## src/rtl/clock_display_pkg.sv

```systemverilog
// Shared constants for the six-digit time-of-day display: digit count,
// seven-segment codes (g..a) and per-field limits.
package clock_display_pkg;

  localparam int NUM_DIGITS = 6;

  localparam logic [6:0] SEG_0    = 7'h3F;
  localparam logic [6:0] SEG_1    = 7'h06;
  localparam logic [6:0] SEG_2    = 7'h5B;
  localparam logic [6:0] SEG_3    = 7'h4F;
  localparam logic [6:0] SEG_4    = 7'h66;
  localparam logic [6:0] SEG_5    = 7'h6D;
  localparam logic [6:0] SEG_6    = 7'h7D;
  localparam logic [6:0] SEG_7    = 7'h07;
  localparam logic [6:0] SEG_8    = 7'h7F;
  localparam logic [6:0] SEG_9    = 7'h6F;
  localparam logic [6:0] SEG_DASH = 7'h40;

  localparam logic [5:0] SEC_MAX = 6'd59;
  localparam logic [5:0] MIN_MAX = 6'd59;
  localparam logic [4:0] HR_MAX  = 5'd23;

  function automatic logic [3:0] tens_of(input logic [5:0] v);
    return 4'(v / 6'd10);
  endfunction

  function automatic logic [3:0] units_of(input logic [5:0] v);
    return 4'(v % 6'd10);
  endfunction

endpackage

```

## src/rtl/seg7_decode.sv

```systemverilog
// BCD digit to seven-segment pattern (active-high, bit0=a); dash overrides.
module seg7_decode
  import clock_display_pkg::*;
(
  input  logic [3:0] digit,
  input  logic       dash,
  output logic [6:0] seg
);

  always_comb begin
    seg = 7'h00;
    if (dash) begin
      seg = SEG_DASH;
    end else begin
      case (digit)
        4'd0: seg = SEG_0;
        4'd1: seg = SEG_1;
        4'd2: seg = SEG_2;
        4'd3: seg = SEG_3;
        4'd4: seg = SEG_4;
        4'd5: seg = SEG_5;
        4'd6: seg = SEG_6;
        4'd7: seg = SEG_7;
        4'd8: seg = SEG_8;
        4'd9: seg = SEG_9;
        default: seg = 7'h00;
      endcase
    end
  end

endmodule

```

## src/rtl/clock_display_scan.sv

```systemverilog
// Snapshot + multiplexed six-digit seven-segment scan driver.
// Optional colon blink on dp is enabled by defining DISP_COLON_BLINK_EN.
module clock_display_scan #(
  parameter int SCAN_DIV  = 1000,
  parameter int BLANK_CYC = 2
) (
  input  logic       clk,
  input  logic       reset,
  input  logic       load,
  input  logic [5:0] sec,
  input  logic [5:0] min,
  input  logic [4:0] hr,
  output logic [6:0] seg,
  output logic [5:0] an,
  output logic       dp
);
  import clock_display_pkg::*;

  logic [15:0] div_q, div_d;
  logic [2:0]  idx_q, idx_d;
  logic [5:0]  snap_sec_q, snap_min_q;
  logic [4:0]  snap_hr_q;
  logic [6:0]  seg_q, seg_d;
  logic [5:0]  an_q, an_d;
  logic        dp_q, dp_d;

  logic        slot_en;
  logic [3:0]  digit;
  logic        dash;
  logic [6:0]  code;

  // Anti-ghosting window at the start of each slot; removed entirely when zero.
  if (BLANK_CYC == 0) begin : g_noblank
    assign slot_en = 1'b1;
  end else begin : g_blank
    assign slot_en = (div_q >= 16'(BLANK_CYC));
  end

  always_comb begin
    div_d = div_q + 16'd1;
    idx_d = idx_q;
    if (div_q == 16'(SCAN_DIV - 1)) begin
      div_d = '0;
      idx_d = (idx_q == 3'(NUM_DIGITS - 1)) ? 3'd0 : idx_q + 3'd1;
    end
  end

  always_comb begin
    digit = '0;
    dash  = 1'b0;
    case (idx_q)
      3'd0: begin digit = units_of(snap_sec_q);        dash = (snap_sec_q > SEC_MAX); end
      3'd1: begin digit = tens_of(snap_sec_q);         dash = (snap_sec_q > SEC_MAX); end
      3'd2: begin digit = units_of(snap_min_q);        dash = (snap_min_q > MIN_MAX); end
      3'd3: begin digit = tens_of(snap_min_q);         dash = (snap_min_q > MIN_MAX); end
      3'd4: begin digit = units_of({1'b0, snap_hr_q}); dash = (snap_hr_q > HR_MAX);   end
      3'd5: begin digit = tens_of({1'b0, snap_hr_q});  dash = (snap_hr_q > HR_MAX);   end
      default: ;
    endcase
  end

  seg7_decode u_dec (
    .digit (digit),
    .dash  (dash),
    .seg   (code)
  );

  always_comb begin
    an_d  = slot_en ? (6'b000001 << idx_q) : 6'b000000;
    seg_d = slot_en ? code : 7'h00;
`ifdef DISP_COLON_BLINK_EN
    dp_d  = slot_en && ((idx_q == 3'd2) || (idx_q == 3'd4)) && !snap_sec_q[0];
`else
    dp_d  = 1'b0;
`endif
  end

  always_ff @(posedge clk or posedge reset) begin
    if (reset) begin
      div_q      <= '0;
      idx_q      <= '0;
      snap_sec_q <= '0;
      snap_min_q <= '0;
      snap_hr_q  <= '0;
      seg_q      <= '0;
      an_q       <= '0;
      dp_q       <= 1'b0;
    end else begin
      div_q <= div_d;
      idx_q <= idx_d;
      if (load) begin
        snap_sec_q <= sec;
        snap_min_q <= min;
        snap_hr_q  <= hr;
      end
      seg_q <= seg_d;
      an_q  <= an_d;
      dp_q  <= dp_d;
    end
  end

  assign seg = seg_q;
  assign an  = an_q;
  assign dp  = dp_q;

endmodule

```

## config.mk

```make
export PLATFORM = sky130hd
export DESIGN_NAME = clock_display_scan
export DESIGN_NICKNAME = d
export VERILOG_FILES = /design/src/rtl/clock_display_pkg.sv /design/src/rtl/seg7_decode.sv /design/src/rtl/clock_display_scan.sv
export SDC_FILE = /design/constraint.sdc
export NUM_CORES = 1
export LEC_CHECK = 0
export ABC_AREA = 1
export CORE_ASPECT_RATIO = 1.25
export CORE_MARGIN = 3
export CORE_UTILIZATION = 51
export CTS_CLUSTER_SIZE = 28
export DETAILED_ROUTE_END_ITERATION = 10
export PLACE_DENSITY = 0.76
export SYNTH_ARGS = -nofsm -noshare
export SYNTH_HDL_FRONTEND = slang
export SYNTH_SLANG_ARGS = --single-unit
```

## constraint.sdc

```tcl
create_clock -name clk -period 2.8 [get_ports clk]
set_input_delay 0.56 -clock clk [delete_from_list [all_inputs] [get_ports clk]]
set_output_delay 0.56 -clock clk [all_outputs]
set_load 0.03 [all_outputs]
```

==> metrics.txt <==
input/output buffers 32; skew final 0.00947 ns; vias post-DR 3020; clk slew on worst S/H paths 0.10 ns; Hold/Removal Path Class flop to flop; RSZ-0062 raised after global routing yes; synth top area cells dfrtp_1 39%, nand2_1 9.0%, nor2_1 7.7%; via/cell ratio 5.12; Leakage Power 0.00209 uW; R2R cell count 22; H-Tree Depth 2; share of Yosys cell area claimed by the top area cell type 39.3%; Fmax 0.318 GHz; clk sinks 49; Max-slew headroom 58.8%; post-synth net total 449; TritonCTS clock tree built; Total Wirelength 7.50 mm; total grt overflow 0; gr usage total 22.0%; count of cell types in the netlist 37; minimum clock period 3.15 ns; Core ar. 0.00586 mm^2; I/O pin cnt 34; outcome complete, but fails checks; Yosys Warn Count 0; Worst Setup Start Kind flop; top_reg_cell synth dfrtp_1; post-synthesis instance total 417; peak supply drop 0.314 mV; failing checks setup timing; # diodes 0; dpl cells 570; largest fanout on the critical path 5; vertical die dimension 93.4 um; Pwr Density 503 mW/mm^2; leading area contributor after synthesis dfrtp_1; Clock Path Buffers 2; Num CTS Buffers 5; critical path class flop to flop; antenna violations before repair 0; #FFs+latches synth 49; Max-Cap Viols 0; Final Power 2140 uW; Routed Antenna Nets 0; initial core utilization 53.2%; P&R area growth vs syn 36.6%; DRC 0; Rows 31; Hold Path Stages 1; drt first pass iters 4; Root Driver clkbuf_8; Data arrival, critical path 3.35 ns; final hold vios 0; setup TNS -2.13 ns; sequential cell area fraction in the yosys report 39.3%; Required @ worst endpoint 3.00 ns; die area 0.00709 mm^2; WL per Instance 12.7 um; global-route wire length before repair 12.8 mm; syn avg cell area 7.48 um^2; Setup Viol. Count Final 7; Worst setup EP type flop; number of synthesized flops with an enable pin 0; crit share post-route 112%; Final GP Congestion 0.880; max-slew violations 0; Initial DRC Count 127; cts hold-fix bufs 0; Worst-Margin Slew 0.613 ns; Synth Cell Area 0.00312 mm^2; Async SR Flop Fraction 100%; ratio of cells with drive above 1 in the final layout 28.1%; Cell Count, Final, Fillers Out 590; Final WS setup -0.347 ns; fin nets 540; vias in the first global route 3050; final core utilization 72.7%; worst skew pair latency 0.32 ns; Die Wd 75.9 um; post-detail-place hpwl 5.64 mm; largest net degree at the start of global routing 26
final cells by class:
class | instances | area (um^2)
Clock inverter | 2 | 38.8
Sequential cell | 49 | 1230
Timing Repair Buffer | 92 | 791
Clock buffer | 5 | 68.8
Tap cell | 82 | 103
Inverter | 74 | 290
Multi-Input combinational cell | 286 | 1740
Fill cell | 430 | 1600
layer usage:
layer  wire (um)  track usage [%]  vias up
met4         297             11.5        0
met3         308             4.14       29
met5           0                0        -
li1            -                -     1503
met2        3960             42.3       84
met1        2930             22.5     1404
metrics by stage:
stage | area (um^2) | hold WS (ns) | worst slack [ns]
after CTS | 4190 | 0.485 | -0.201
final | 4260 | 0.477 | -0.347
after detailed placement | 3890 | 0.472 | -0.231
after global routing | 4260 | 0.503 | -0.561
after floorplan | 3160 | 0.446 | 0.00300
after global placement | 3890 | 0.464 | -0.168
sequential cells by signal, summed over array words and instances, names as in the netlist:
register / flops
an: 6
div_q: 16
idx_q: 3
seg: 7
snap_hr_q: 5
snap_min_q: 6
snap_sec_q: 6
cell usage in the layout, fill, tap and decap left out, types with 2 or more instances in the layout:
| cell type | instances |
|---|---|
| clkdlybuf4s50_1 | 32 |
| ha_2 | 2 |
| nor2_4 | 2 |
| o21ai_1 | 5 |
| nand3_1 | 20 |
| a21oi_2 | 3 |
| nand3_4 | 4 |
| clkbuf_8 | 5 |
| ha_1 | 6 |
| ha_4 | 4 |
| nor3_1 | 8 |
| o21ai_2 | 5 |
| a21oi_1 | 8 |
| o21ai_0 | 24 |
| buf_4 | 57 |
| nor2_1 | 62 |
| nand2_1 | 70 |
| inv_1 | 57 |
| a31oi_1 | 3 |
| inv_2 | 12 |
| nand2_2 | 9 |
| mux2_2 | 2 |
| o22ai_1 | 5 |
| nand4_1 | 5 |
| dfrtp_1 | 48 |
| xor2_1 | 3 |
| nor2_2 | 4 |
| nor4_1 | 3 |
| inv_4 | 5 |
| a21oi_4 | 2 |
| nand2_4 | 8 |
| nand3_2 | 9 |
| buf_6 | 2 |
| o21ai_4 | 2 |
worst max-delay path, stage by stage, from the launching register on:
cell and delay, ns:
dfrtp_1 0.43, buf_6 0.15, nor2_4 0.17, nand3_1 0.18, nand3_4 0.15, nand2_4 0.07
ha_4 0.22, or2_1 0.22, nand2_2 0.10, inv_2 0.05, nand2_4 0.08, nand2_2 0.06
nand2_2 0.09, nand2_4 0.06, a21oi_2 0.14, nor2_2 0.06, a21oi_4 0.25, inv_4 0.08
ha_4 0.16, inv_2 0.04, o21ai_1 0.07, nor2_1 0.13, nor2_1 0.06
kinds of logic after synthesis:
kind of cell               synth area share (%)
xor gates and xnor gates                   1.12
buffers and inverters                      11.0
AOI/OAI and AO/OA                          11.7
other                                     0.120
DFF                                        39.3
muxes                                     0.722
adders and majority gates                  4.82
and+or+nand+nor                            31.2
cell usage after synthesis, types with 3 or more instances:
| master | n |
|---|---|
| a21oi_1 | 9 |
| a21oi_2 | 3 |
| a31oi_1 | 3 |
| buf_6 | 3 |
| clkbuf_1 | 3 |
| dfrtp_1 | 49 |
| ha_1 | 12 |
| inv_1 | 62 |
| inv_2 | 10 |
| nand2_1 | 75 |
| nand2_2 | 8 |
| nand2_4 | 4 |
| nand3_1 | 24 |
| nand3_2 | 8 |
| nand4_1 | 5 |
| nor2_1 | 64 |
| nor3_1 | 8 |
| nor4_1 | 3 |
| o21ai_0 | 24 |
| o21ai_1 | 9 |
| o21ai_2 | 3 |
| o22ai_1 | 6 |
| xor2_1 | 3 |
final timing paths:
check	from	to	slack [ns]
worst min-delay path	div_q[15]$_DFF_PP0_	div_q[15]$_DFF_PP0_	0.48
worst max register to register	idx_q[1]$_DFFE_PP0N_	seg[4]$_DFF_PP0_	-0.35
max in group asynchronous	reset	idx_q[2]$_DFFE_PP0N_	1.67
worst max-delay path	idx_q[1]$_DFFE_PP0N_	seg[4]$_DFF_PP0_	-0.35
min in group asynchronous	reset	an[2]$_DFF_PP0_	0.60
worst min register to register	div_q[15]$_DFF_PP0_	div_q[15]$_DFF_PP0_	0.48
repair_timing:
| item | in CTS | in global routing |
|---|---|---|
| buffers inserted | 10 | 3 |
| endpoints found under the setup margin | 7 | 7 |
| gates cloned | 0 | 0 |
| resized for setup | 23 | 13 |
| pin swaps | 18 | 16 |
report_power, final:
part | internal (uW) | total (uW) | switching, uW
registers | 780 | 807 | 27.3
clock network | 265 | 506 | 241
logic | 350 | 830 | 480
Note: power is estimated with default switching activity, not from simulation.
